==> config.mk <==
export PLATFORM = sky130hd
export DESIGN_NAME = fft_wb_feeder_flat
export DESIGN_NICKNAME = d
export VERILOG_FILES = /design/src/rtl/fft_wb_feeder_pkg.sv /design/src/rtl/fft_wb_feeder_if.sv /design/src/rtl/fft_wb_master_port.sv /design/src/rtl/fft_wb_feeder.sv /design/src/flat_wrapper.sv
export SDC_FILE = /design/constraint.sdc
export NUM_CORES = 1
export LEC_CHECK = 0
export BUFFER_PORTS_ARGS = -buffer_cell sky130_fd_sc_hd__buf_2
export CAP_MARGIN = 15
export CELL_PAD_IN_SITES_DETAIL_PLACEMENT = 2
export CELL_PAD_IN_SITES_GLOBAL_PLACEMENT = 2
export CORE_ASPECT_RATIO = 1.2
export CORE_MARGIN = 5
export CORE_UTILIZATION = 25
export DETAILED_ROUTE_END_ITERATION = 6
export GPL_ROUTABILITY_DRIVEN = 0
export PLACE_DENSITY = 0.74
export SLEW_MARGIN = 0
export SYNTH_ARGS = -nofsm -noshare
export SYNTH_HDL_FRONTEND = slang
export SYNTH_SLANG_ARGS = --single-unit
export TNS_END_PERCENT = 20
==> constraint.sdc <==
create_clock -name CLK_I -period 5.65 [get_ports CLK_I]
set_clock_uncertainty 0.15 [all_clocks]
set_input_delay 0.565 -clock CLK_I [delete_from_list [all_inputs] [get_ports CLK_I]]
set_output_delay 0.565 -clock CLK_I [all_outputs]
set_load 0.05 [all_outputs]
==> src/rtl/fft_wb_feeder_pkg.sv <==
// fft_wb_feeder_pkg: shared FSM state type and FFT slave register encodings.
package fft_wb_feeder_pkg;
  typedef enum logic [2:0] {IDLE, START, FEED, POLL_WAIT, POLL, DRAIN, CLEAR} state_e;
  localparam logic [31:0] CTRL_ENABLE = 32'h1;
  localparam logic [31:0] CTRL_CLEAR = 32'h2;
  localparam int STATUS_DONE_BIT = 0;
endpackage

==> src/rtl/fft_wb_feeder_if.sv <==
// fft_wb_feeder_if: Wishbone classic bus between the feeder (master) and the FFT slave.
interface fft_wb_feeder_if #(
  parameter int WB_Width = 32,
  parameter int Adress_wordwidth = 32
);
  logic [Adress_wordwidth-1:0] M_ADR_O;
  logic [WB_Width-1:0] M_DAT_O;
  logic [WB_Width-1:0] M_DAT_I;
  logic M_STB_O;
  logic M_CYC_O;
  logic M_WE_O;
  logic M_ACK_I;
  modport master (output M_ADR_O, M_DAT_O, M_STB_O, M_CYC_O, M_WE_O, input M_DAT_I, M_ACK_I);
  modport slave (input M_ADR_O, M_DAT_O, M_STB_O, M_CYC_O, M_WE_O, output M_DAT_I, M_ACK_I);
endinterface

==> src/rtl/fft_wb_master_port.sv <==
// fft_wb_master_port: single-outstanding Wishbone transaction engine with a req/done handshake.
module fft_wb_master_port #(
  parameter int WB_Width = 32,
  parameter int Adress_wordwidth = 32
) (
  input  logic CLK_I,
  input  logic RST_I,
  input  logic req,
  input  logic req_we,
  input  logic [Adress_wordwidth-1:0] req_adr,
  input  logic [WB_Width-1:0] req_dat,
  output logic done,
  output logic [WB_Width-1:0] rdata,
  output logic port_busy,
  fft_wb_feeder_if.master bus
);
  logic stb_q, stb_d, we_q, we_d, gap_q, load;
  logic [Adress_wordwidth-1:0] adr_q, adr_d;
  logic [WB_Width-1:0] dat_q, dat_d;
  // gap_q covers the cycle after ACK so STB always idles at least one cycle
  assign port_busy = stb_q | gap_q;
  assign rdata = bus.M_DAT_I;
  assign bus.M_STB_O = stb_q;
  assign bus.M_CYC_O = stb_q;
  assign bus.M_WE_O = we_q;
  assign bus.M_ADR_O = adr_q;
  assign bus.M_DAT_O = dat_q;
  always_comb begin
    load = req && !port_busy;
    done = stb_q && bus.M_ACK_I;
    stb_d = stb_q ? !bus.M_ACK_I : load;
    we_d = load ? req_we : we_q;
    adr_d = load ? req_adr : adr_q;
    dat_d = load ? req_dat : dat_q;
  end
  always_ff @(posedge CLK_I or negedge RST_I)
    if (!RST_I) begin
      stb_q <= 1'b0;
      we_q <= 1'b0;
      gap_q <= 1'b0;
      adr_q <= '0;
      dat_q <= '0;
    end else begin
      stb_q <= stb_d;
      we_q <= we_d;
      gap_q <= done;
      adr_q <= adr_d;
      dat_q <= dat_d;
    end
endmodule

==> src/rtl/fft_wb_feeder.sv <==
// fft_wb_feeder: streams a frame into the FFT Wishbone slave, polls for completion,
// drains the results to an output stream and clears the core without CPU help.
module fft_wb_feeder
  import fft_wb_feeder_pkg::*;
#(
  parameter int WB_Width = 32,
  parameter int Adress_wordwidth = 32,
  parameter int N = 1024,
  parameter int Log2N = 10,
  parameter logic [Adress_wordwidth-1:0] BASE = '0,
  parameter int reg_control = 0,
  parameter int reg_data = 4,
  parameter int reg_status = 8,
  parameter int reg_memory = 12,
  parameter int POLL_GAP = 8
) (
  input  logic CLK_I,
  input  logic RST_I,
  fft_wb_feeder_if.master bus,
  input  logic s_valid,
  output logic s_ready,
  input  logic [WB_Width-1:0] s_data,
  output logic m_valid,
  input  logic m_ready,
  output logic [WB_Width-1:0] m_data,
  output logic busy,
  output logic frame_done,
  output logic [15:0] frame_count
);
  localparam logic [Adress_wordwidth-1:0] ADR_CTRL = Adress_wordwidth'(BASE + reg_control);
  localparam logic [Adress_wordwidth-1:0] ADR_DATA = Adress_wordwidth'(BASE + reg_data);
  localparam logic [Adress_wordwidth-1:0] ADR_STATUS = Adress_wordwidth'(BASE + reg_status);
  localparam logic [Adress_wordwidth-1:0] ADR_MEMORY = Adress_wordwidth'(BASE + reg_memory);
  localparam logic [Log2N-1:0] CNT_LAST = Log2N'(N - 1);
  localparam logic [Log2N-1:0] CNT_ONE = Log2N'(1);
  localparam logic [15:0] GAP_LAST = 16'(POLL_GAP - 1);
  state_e state_q, state_d;
  logic [Log2N-1:0] cnt_q, cnt_d;
  logic [15:0] wcnt_q, wcnt_d, frame_count_q, frame_count_d;
  logic m_valid_q, m_valid_d, frame_done_q, frame_done_d;
  logic [WB_Width-1:0] m_data_q, m_data_d, rdata, req_dat;
  logic [Adress_wordwidth-1:0] req_adr;
  logic req, req_we, done, port_busy;
  fft_wb_master_port #(.WB_Width(WB_Width), .Adress_wordwidth(Adress_wordwidth)) u_port (
    .CLK_I(CLK_I), .RST_I(RST_I), .req(req), .req_we(req_we), .req_adr(req_adr), .req_dat(req_dat),
    .done(done), .rdata(rdata), .port_busy(port_busy), .bus(bus)
  );
  assign s_ready = (state_q == FEED) && !port_busy;
  assign m_valid = m_valid_q;
  assign m_data = m_data_q;
  assign busy = state_q != IDLE;
  assign frame_done = frame_done_q;
  assign frame_count = frame_count_q;
  always_comb begin
    state_d = state_q;
    cnt_d = cnt_q;
    wcnt_d = wcnt_q;
    m_valid_d = m_valid_q;
    m_data_d = m_data_q;
    frame_done_d = 1'b0;
    frame_count_d = frame_count_q;
    req = 1'b0;
    req_we = 1'b0;
    req_adr = ADR_CTRL;
    req_dat = WB_Width'(CTRL_ENABLE);
    case (state_q)
      IDLE: state_d = s_valid ? START : IDLE;
      START: begin
        req = !port_busy;
        req_we = 1'b1;
        if (done) begin
          state_d = FEED;
          cnt_d = '0;
        end
      end
      FEED: begin
        req = s_valid && s_ready;
        req_we = 1'b1;
        req_adr = ADR_DATA;
        req_dat = s_data;
        if (done) begin
          cnt_d = cnt_q + CNT_ONE;
          wcnt_d = '0;
          state_d = (cnt_q == CNT_LAST) ? POLL_WAIT : FEED;
        end
      end
      POLL_WAIT: begin
        wcnt_d = wcnt_q + 16'd1;
        state_d = (wcnt_q == GAP_LAST) ? POLL : POLL_WAIT;
      end
      POLL: begin
        req = !port_busy;
        req_adr = ADR_STATUS;
        if (done) begin
          state_d = rdata[STATUS_DONE_BIT] ? DRAIN : POLL_WAIT;
          cnt_d = '0;
          wcnt_d = '0;
        end
      end
      DRAIN: begin
        // a held result blocks the next read so the slave index never runs ahead
        req = !port_busy && !m_valid_q;
        req_adr = ADR_MEMORY;
        if (done) begin
          m_valid_d = 1'b1;
          m_data_d = rdata;
        end
        if (m_valid_q && m_ready) begin
          m_valid_d = 1'b0;
          cnt_d = cnt_q + CNT_ONE;
          state_d = (cnt_q == CNT_LAST) ? CLEAR : DRAIN;
        end
      end
      CLEAR: begin
        req = !port_busy;
        req_we = 1'b1;
        req_dat = WB_Width'(CTRL_CLEAR);
        if (done) begin
          state_d = IDLE;
          frame_done_d = 1'b1;
          frame_count_d = frame_count_q + 16'd1;
        end
      end
      default: state_d = IDLE;
    endcase
  end
  always_ff @(posedge CLK_I or negedge RST_I)
    if (!RST_I) begin
      state_q <= IDLE;
      cnt_q <= '0;
      wcnt_q <= '0;
      m_valid_q <= 1'b0;
      m_data_q <= '0;
      frame_done_q <= 1'b0;
      frame_count_q <= '0;
    end else begin
      state_q <= state_d;
      cnt_q <= cnt_d;
      wcnt_q <= wcnt_d;
      m_valid_q <= m_valid_d;
      m_data_q <= m_data_d;
      frame_done_q <= frame_done_d;
      frame_count_q <= frame_count_d;
    end
endmodule

==> src/flat_wrapper.sv <==
// flat-port wrapper written by rule: the top's interface ports become plain ports
module fft_wb_feeder_flat import fft_wb_feeder_pkg::*;
#(
  parameter int WB_Width = 32,
  parameter int Adress_wordwidth = 32,
  parameter int N = 1024,
  parameter int Log2N = 10,
  parameter logic [Adress_wordwidth-1:0] BASE = '0,
  parameter int reg_control = 0,
  parameter int reg_data = 4,
  parameter int reg_status = 8,
  parameter int reg_memory = 12,
  parameter int POLL_GAP = 8
)
  (CLK_I, RST_I, s_valid, s_ready, s_data, m_valid, m_ready, m_data, busy, frame_done, frame_count, bus_M_ADR_O, bus_M_DAT_O, bus_M_STB_O, bus_M_CYC_O, bus_M_WE_O, bus_M_DAT_I, bus_M_ACK_I);
  fft_wb_feeder_if #(.WB_Width(WB_Width), .Adress_wordwidth(Adress_wordwidth)) bus_i ();
  input  logic CLK_I;
  input  logic RST_I;
  input  logic s_valid;
  output logic s_ready;
  input  logic [WB_Width-1:0] s_data;
  output logic m_valid;
  input  logic m_ready;
  output logic [WB_Width-1:0] m_data;
  output logic busy;
  output logic frame_done;
  output logic [15:0] frame_count;
  output wire logic [$bits(bus_i.M_ADR_O)-1:0] bus_M_ADR_O;
  output wire logic [$bits(bus_i.M_DAT_O)-1:0] bus_M_DAT_O;
  output wire logic [$bits(bus_i.M_STB_O)-1:0] bus_M_STB_O;
  output wire logic [$bits(bus_i.M_CYC_O)-1:0] bus_M_CYC_O;
  output wire logic [$bits(bus_i.M_WE_O)-1:0] bus_M_WE_O;
  input wire logic [$bits(bus_i.M_DAT_I)-1:0] bus_M_DAT_I;
  input wire logic [$bits(bus_i.M_ACK_I)-1:0] bus_M_ACK_I;
  assign bus_M_ADR_O = bus_i.M_ADR_O;
  assign bus_M_DAT_O = bus_i.M_DAT_O;
  assign bus_M_STB_O = bus_i.M_STB_O;
  assign bus_M_CYC_O = bus_i.M_CYC_O;
  assign bus_M_WE_O = bus_i.M_WE_O;
  assign bus_i.M_DAT_I = bus_M_DAT_I;
  assign bus_i.M_ACK_I = bus_M_ACK_I;
  fft_wb_feeder #(.WB_Width(WB_Width), .Adress_wordwidth(Adress_wordwidth), .N(N), .Log2N(Log2N), .BASE(BASE), .reg_control(reg_control), .reg_data(reg_data), .reg_status(reg_status), .reg_memory(reg_memory), .POLL_GAP(POLL_GAP)) u_core (.CLK_I(CLK_I), .RST_I(RST_I), .bus(bus_i), .s_valid(s_valid), .s_ready(s_ready), .s_data(s_data), .m_valid(m_valid), .m_ready(m_ready), .m_data(m_data), .busy(busy), .frame_done(frame_done), .frame_count(frame_count));
endmodule
# After elaboration in Yosys (flattened, before gate mapping)
# Index checks and enable logic that the tools add are counted.
[totals]
out_inout_bits = 119
input_bits = 69
ff_bits = 146
[op_classes]
add_sub_neg = 3
bitwise_logic = 1
n_mux = 26
n_eq_ne = 15
reduce_logical = 24
[op_table]
columns = ["cell", "count"]
rows = [
  ["$pmux W32 S2", 1],
  ["$add A16 B1 Y16 const B", 2],
  ["$pmux W16 S2", 1],
  ["$mux W10", 3],
  ["$pmux W10 S3", 1],
  ["$mux W3", 7],
  ["$pmux W3 S7", 1],
  ["$eq A16 B3 Y1 const B", 1],
  ["$mux W16", 1],
  ["$pmux W4 S3", 1],
  ["$add A10 B1 Y10 const B", 1],
  ["$eq A10 B10 Y1 const B", 1],
  ["$eq A3 B3 Y1 const B", 3],
  ["$mux W1", 8],
  ["$ne A2 B2 Y1 const B", 4],
  ["$reduce_and A2 Y1", 4],
  ["$eq A3 B2 Y1 const B", 2],
  ["$logic_and A1 B1 Y1", 6],
  ["$ne A2 B1 Y1 const B", 3],
  ["$reduce_bool A3 Y1", 2],
  ["$reduce_or A3 Y1", 2],
  ["$reduce_and A5 Y1", 1],
  ["$reduce_and A4 Y1", 1],
  ["$reduce_bool A2 Y1", 2],
  ["other kinds (7)", 10],
]

# Depth between registers and ports, before layout
# Gate-level depths: netlist of run 1.
[depth]
ltp_word = 7
depth_mapped = 8
depth_no_buf = 6

# By module
# From an unflattened synthesis of run 1, not the netlist that was laid out.
[unflattened]
hier_cells = 554
area_unflattened_um2 = 6862.8
[modules_own_cells]
columns = ["mod", "instances", "seq_area_each_um2", "cells_each", "area_each_um2"]
rows = [
  ["fft_wb_feeder", 1, 1976.9, 377, 4107.7],
  ["fft_wb_master_port", 1, 1676.6, 177, 2755.1],
]

# Least setup slack after synthesis of run 1
# No wires, ideal clock.
[synth_timing]
kind = "register to output"
start = "register u_core.state_q[2]"
end = "output port s_ready"
path_stages_with_launch = 4
t_required_ns = 4.935
n_path_buf = 2
arrival_time_ns = 2.267
slack_ns = 2.668
path_cell_list = "dfrtp_1 buf_4 clkbuf_1 nor4_1"
[synth_between]
elab_chain_cells = 2
[synth_rtl]
columns = ["element", "line_no", "text"]
rows = [
  ["start, declared", "fft_wb_feeder.sv:37", "state_e state_q, state_d;"],
  ["start signal, assigned", "fft_wb_feeder.sv:137", "state_q <= state_d;"],
  ["$eq A3 B2 Y1", "fft_wb_feeder.sv:48", "assign s_ready = (state_q == FEED) && !port_busy;"],
  ["$logic_and A1 B1 Y1", "fft_wb_feeder.sv:48", ""],
  ["end, declared", "flat_wrapper.sv:20", "output logic s_ready;"],
]
# Every way passes these cells.

# Final worst setup path of run 1
[layout_timing]
start = "register u_core.state_q[2]"
end = "register u_core.m_data_q[0], in the netlist u_core.m_data[0]"
[layout_between]
elab_chain_cells = 2
[layout_rtl]
columns = ["element", "line_no", "text"]
rows = [
  ["$eq A3 B3 Y1", "fft_wb_feeder.sv:66", "case (state_q)"],
  ["$reduce_and A2 Y1 (no line)", "-", ""],
  ["end signal, assigned", "fft_wb_feeder.sv:141", "m_data_q <= m_data_d;"],
  ["end, declared", "fft_wb_feeder.sv:41", "logic [WB_Width-1:0] m_data_q, m_data_d, rdata, req_dat;"],
]
# Every way passes these cells.
# A chain may end at the register's enable or synchronous reset.

==> reports/metrics.csv, run 1 <==
metric;value;unit
outcome;completed;
Area after DPL;6280;µm²
Tot Pwr;3.41;mW
Worst VDD drop;0.253;mV
Overflow after GRT;0;
WP data arrival;3.05;ns
root buffer cell;clkbuf_16;
clock transition at the registers of the reported paths;0.05;ns
CTS tree;built;
Die Span Y;170;µm
post-CTS setup buffer count;0;
Die ar.;24500;µm²
Crit-path slowest cell;nor2_4;
RSZ-0062 raised after global routing;false;
clk_lat worst skew;0.42;ns
max-slew violations;0;
Rows;58;
worst hold margin;0.123;ns
WL final;16.5;mm
post-route non-filler standard cell count;950;
clock sink count;116;
die width;144;µm
Worst R2R Start;u_core.state_q[2];
vias in the first global route;4971;
worst reg-to-reg path cell count;4;
initial antenna violation count;0;
DRT iter0 DRCs;109;
critical path depth;4;
crit-path max FO;33;
post-synthesis sequential area ratio;0.542;
Ys Warns;0;
Tightest Hold Check Type;in -> async;
HPWL after DPL;12.2;mm
# setup viols final;0;
Fin Setup TNS;0;ns
Syn Area/Cell;10.4;µm²
Residual DRC;0;
crit path to;u_core.m_data[0];
RR Endpoint;u_core.m_data[0];
CP bufs+invs;1;
share of cells above drive strength 1;0.338;
clk buf depth;2;
pre-CTS setup slack;2.75;ns
Setup crit start kind;flop;
Filler Cell Count;2369;
synthesized area;5350;µm²
first-pass GRT wire length;26.3;mm
number of synthesized register bits;116;
largest net degree at the start of global routing;68;
crit end category;flop;
ANT cells;0;
cts hold-fix bufs;0;
Area Growth Syn to Fin;29.8;%
core area;21000;µm²
critical path required time;5.79;ns
Async SR Flop Fraction;1.00;
crit path launch;u_core.state_q[2];
fin crit share;0.516;
max frequency;0.343;GHz
total clock buffers created by CTS;17;
commonest non-fill, non-tap cell in the layout;buf_2;
GRT Util Overall;0.136;
I/O pin count;188;
cell area power density;490;nW/µm²
antenna viol nets, final;0;
fin nets;740;
final instance area;6950;µm²
mean routed wirelength per cell;17.4;µm
relative slew slack;0.304;
CP Class;reg -> reg;
final hold vios;0;
Post-synth EDFFs;0;
kind of cell adding the most delay to the critical path;simple AND/OR/NAND/NOR gates;
Top FF cell, synth;dfrtp_1;
Synth cell types;52;
Gate Count Post-Synth;513;
Least-Margin Pin Slew;1.04;ns
post-CTS resize count;0;
Port Buf Inserts;157;
FF-to-FF setup slack;2.74;ns
vias;4337;
max_cap viols;0;
Leak;3.34;nW
CTS H-tree depth;4;
Initial Utilization;0.254;
vias per cell;4.57;
Core Util, Final;0.330;
placed insts;919;
Final min period;2.91;ns
Setup WS post-layout;2.74;ns
Crit path largest cell delay;0.80;ns
most frequent cells in the layout;buf_2 (156), dfrtp_1 (116), nand2_1 (77);
DRT Pass-1 Iters;4;
CP cell instances;inv_1 > or2_2 > nor2_4 > mux2_2;
[routing by layer]
metal,vias up,GRT usage,part of all wire
li1,2021,-,-
met1,2171,0.152,0.38
met2,135,0.247,0.54
met3,10,0.0497,0.075
met4,0,0.0283,0.0070
met5,-,0,0
[Yosys cell counts (6+ instances only)]
library cell | count | area share
a21oi_1 | 12 | 0.011
and3_1 | 8 | 0.0093
buf_4 | 35 | 0.049
clkbuf_1 | 11 | 0.0077
dfrtp_1 | 116 | 0.54
inv_1 | 6 | 0.0042
mux2_2 | 31 | 0.065
nand2_1 | 78 | 0.055
nand3_1 | 20 | 0.019
nand4_1 | 6 | 0.0070
nor2_1 | 33 | 0.023
nor3_1 | 10 | 0.0093
o21ai_0 | 44 | 0.041
xnor2_1 | 17 | 0.028
xor2_1 | 16 | 0.026
[registers in the layout, indices dropped and copies added (netlist names)]
name,cells
u_core.u_port.bus.M_ADR_O,2
u_core.u_port.bus.M_WE_O,1
u_core.frame_count,16
u_core.u_port.bus.M_DAT_O,32
u_core.u_port.bus.M_CYC_O,1
u_core.wcnt_q,16
u_core.u_port.gap_q,1
u_core.m_valid,1
u_core.frame_done,1
u_core.cnt_q,10
u_core.m_data,32
u_core.state_q,3
[cells by family after synthesis]
| family | count (synthesis) | synth area share |
|---|---|---|
| and+or+nand+nor | 184 | 0.162 |
| DFF | 116 | 0.542 |
| AOI/OAI and AO/OA | 82 | 0.0935 |
| buffers and inverters | 59 | 0.0671 |
| muxes | 34 | 0.0715 |
| xor gates and xnor gates | 33 | 0.0540 |
| adders and majority gates | 4 | 0.00888 |
| other | 1 | 0.000700 |
[power breakdown]
group	leakage [nW]	switching (mW)	total, mW	internal, mW
logic	1.52	0.830	1.09	0.260
clock network	0.321	0.382	1.22	0.838
registers	1.50	0.108	1.10	0.988
[cell type report]
cell class | instances | area, µm² | area share
Sequential cell | 116 | 2900 | 0.418
Multi-Input combinational cell | 367 | 2210 | 0.317
Timing Repair Buffer | 160 | 811 | 0.117
Clock inverter | 8 | 170 | 0.0245
Inverter | 6 | 22.5 | 0.00324
Tap cell | 270 | 338 | 0.0486
Clock buffer | 23 | 498 | 0.0717
[worst min-delay path by stage]
stage | endpoint | slack [ns]
floorplan | u_core.cnt_q[0] | 0.12
global placement | u_core.frame_count[15] | 0.31
detailed placement | u_core.frame_count[15] | 0.31
CTS | u_core.m_data[12] | 0.16
global route | u_core.wcnt_q[11] | 0.20
finish | u_core.m_data[12] | 0.12
[worst reg2reg max path, delay by kind of cell (launching register included)]
kind,cells,cell delay (ns)
buffers and inverters,1,0.22
flip-flops,1,0.78
multiplexers,1,0.44
AND/OR/NAND/NOR,2,1.20
(Power assumes the default switching activity.)
==> inputs of run 2 (changes only) <==
--- a/config.mk
+++ b/config.mk
@@ -5,6 +5,7 @@
 export SDC_FILE = /design/constraint.sdc
 export NUM_CORES = 1
 export LEC_CHECK = 0
+export ABC_AREA = 1
 export BUFFER_PORTS_ARGS = -buffer_cell sky130_fd_sc_hd__buf_2
 export CAP_MARGIN = 15
 export CELL_PAD_IN_SITES_DETAIL_PLACEMENT = 2
@@ -14,7 +15,7 @@
 export CORE_UTILIZATION = 25
 export DETAILED_ROUTE_END_ITERATION = 6
 export GPL_ROUTABILITY_DRIVEN = 0
-export PLACE_DENSITY = 0.74
+export PLACE_DENSITY = 0.78
 export SLEW_MARGIN = 0
 export SYNTH_ARGS = -nofsm -noshare
 export SYNTH_HDL_FRONTEND = slang
==> constraint.sdc (replaced) <==
create_clock -name CLK_I -period 2.8 [get_ports CLK_I]
set_clock_uncertainty 0.15 [all_clocks]
set_input_delay 0.28 -clock CLK_I [delete_from_list [all_inputs] [get_ports CLK_I]]
set_output_delay 0.28 -clock CLK_I [all_outputs]
set_load 0.05 [all_outputs]
==> run 2 against run 1 <==
First-iteration DRC count increased by 100%; largest cell class unchanged; area after synthesis increased by 14%; hold slack got worse by 0.10 ns; combinational power increased to 4.3 times the previous value; worst setup slack got worse by 2.3 ns; routed wire length increased by 38%; critical endpoint is now s_ready; flip-flop and latch count unchanged.
==> reports/metrics.csv, run 2 <==
metric;value;unit
outcome;completed;
Final min period;2.38;ns
commonest non-fill, non-tap cell in the layout;nand2_1;
antenna viol nets, final;0;
clk_lat worst skew;0.42;ns
DRT iter0 DRCs;220;
Setup WS post-layout;0.422;ns
global route hottest layer;met2;
GRT Util Overall;0.166;
CTS tree;built;
register area;2900;µm²
met2 Usage GRT;0.303;
post-route non-filler standard cell count;1328;
final hold vios;0;
die width;152;µm
number of synthesized register bits;116;
top cells by area, synth;dfrtp_1 (48%), nand2_1 (18%), nor2_1 (5.5%), nand4_1 (4.7%), inv_1 (4.6%);
area of the multi-input gates;2610;µm²
max-slew violations;0;
Async SR Flop Fraction;1.00;
Commonest cells post-synth;nand2_1 (292), dfrtp_1 (116), nor2_1 (89);
vias in the first global route;6893;
relative slew slack;0.570;
Syn Area/Cell;7.58;µm²
clock sink count;116;
cell area power density;1210;nW/µm²
clock transition at the registers of the reported paths;0.06;ns
Rows;62;
largest net degree at the start of global routing;73;
core area;24000;µm²
Leak;4.45;nW
CTS H-tree depth;4;
Worst VDD drop;0.358;mV
total clock buffers created by CTS;17;
post-CTS setup buffer count;0;
Residual DRC;0;
HPWL after DPL;15.5;mm
critical path required time;2.37;ns
cts hold-fix bufs;36;
DRT Pass-1 Iters;4;
Ys Warns;0;
Area Growth Syn to Fin;32.5;%
initial antenna violation count;0;
Gate Count Post-Synth;803;
WP data arrival;1.95;ns
Tightest Hold Check Type;in -> reg;
post-CTS resize count;0;
max frequency;0.421;GHz
Port Buf Inserts;157;
vias per cell;4.50;
I/O pin count;188;
Die ar.;27600;µm²
most numerous cell in the Yosys netlist;nand2_1;
Initial Utilization;0.254;
placed insts;1260;
clk buf depth;2;
Core Util, Final;0.336;
first-pass GRT wire length;37.4;mm
Filler Cell Count;2754;
Post-synth EDFFs;0;
Overflow after GRT;0;
most frequent cells in the layout;nand2_1 (292), buf_2 (156), dfrtp_1 (116);
met3 GRT Util;0.0280;
mean routed wirelength per cell;17.2;µm
GRT met1 Usage;0.192;
Die Span Y;181;µm
post-synthesis sequential area ratio;0.477;
top-area cell type share of the netlist area;0.477;
share of cells above drive strength 1;0.219;
crit end category;primary output;
max_cap viols;0;
Least-Margin Pin Slew;0.644;ns
RSZ-0062 raised after global routing;false;
ANT cells;0;
fin nets;1067;
crit-path max FO;14;
vias;5976;
pre-CTS setup slack;0.527;ns
Top FF cell, synth;dfrtp_1;
Fin Setup TNS;0;ns
root buffer cell;clkbuf_16;
dominant cell type by area after synthesis;dfrtp_1;
worst hold margin;0.0199;ns
Setup crit start kind;flop;
CP Class;reg -> out;
# setup viols final;0;
fin crit share;0.849;
synthesized area;6080;µm²
Synth cell types;33;
WL final;22.8;mm
[run 2: final timing paths]
kind	from	end	slack [ns]	cells after the start
hold reg to reg	u_core.m_data[17]	u_core.m_data[17]	0.32	2
max in group asynchronous	RST_I	u_core.wcnt_q[14]	1.71	3
min in group asynchronous	RST_I	u_core.u_port.bus.M_DAT_O[8]	0.08	2
setup / recovery	u_core.state_q[0]	s_ready	0.42	4
hold / removal	s_data[0]	u_core.u_port.bus.M_DAT_O[0]	0.02	5
setup reg to reg	u_core.state_q[2]	u_core.u_port.bus.M_DAT_O[4]	0.55	9
[run 2: per-layer routing]
metal  vias up  share of wire
met2       142           0.52
li1       2842              -
met1      2954           0.41
met3        38          0.027
met4         0          0.035
met5         -              0
[run 2: layout make-up]
cell class,count,share of cell area
Sequential cell,116,0.360
Multi-Input combinational cell,578,0.324
Timing Repair Buffer,202,0.152
Clock buffer,17,0.0528
Tap cell,320,0.0497
Inverter,80,0.0372
Clock inverter,15,0.0244
[run 2: cell families (layout without fill, tap and decap cells)]
| logic type | Yosys count | in the layout | share of synthesized area |
|---|---|---|---|
| compound gates | 43 | 43 | 0.0378 |
| buf+inv | 138 | 314 | 0.112 |
| fa+ha+maj | 3 | 3 | 0.00617 |
| other cells | 1 | 30 | 0.000616 |
| flops | 116 | 116 | 0.477 |
| simple gates | 484 | 484 | 0.340 |
| xor+xnor | 18 | 18 | 0.0259 |
[run 2: where the power goes]
group	switching, mW	internal [mW]
Clock	0.897	1.43
Sequential	0.502	2.26
Combinational	3.67	0.996
Total	5.07	4.69
[run 2: critical path: stages (launching register included)]
cell and delay, ns:
dfrtp_1 0.47, nor2_2 0.24, nand2_2 0.25, nor3_1 0.25, buf_2 0.31
[run 2: metrics by stage]
| step | area [µm²] | power (mW) |
|---|---|---|
| 3_5_place_dp | 7080 | 7.39 |
| 3_3_place_gp | 7080 | 7.25 |
| 4_1_cts | 8060 | 9.83 |
| 6_report | 8060 | 9.76 |
| 2_1_floorplan | 6190 | 6.15 |
| 5_1_grt | 8060 | 10.3 |
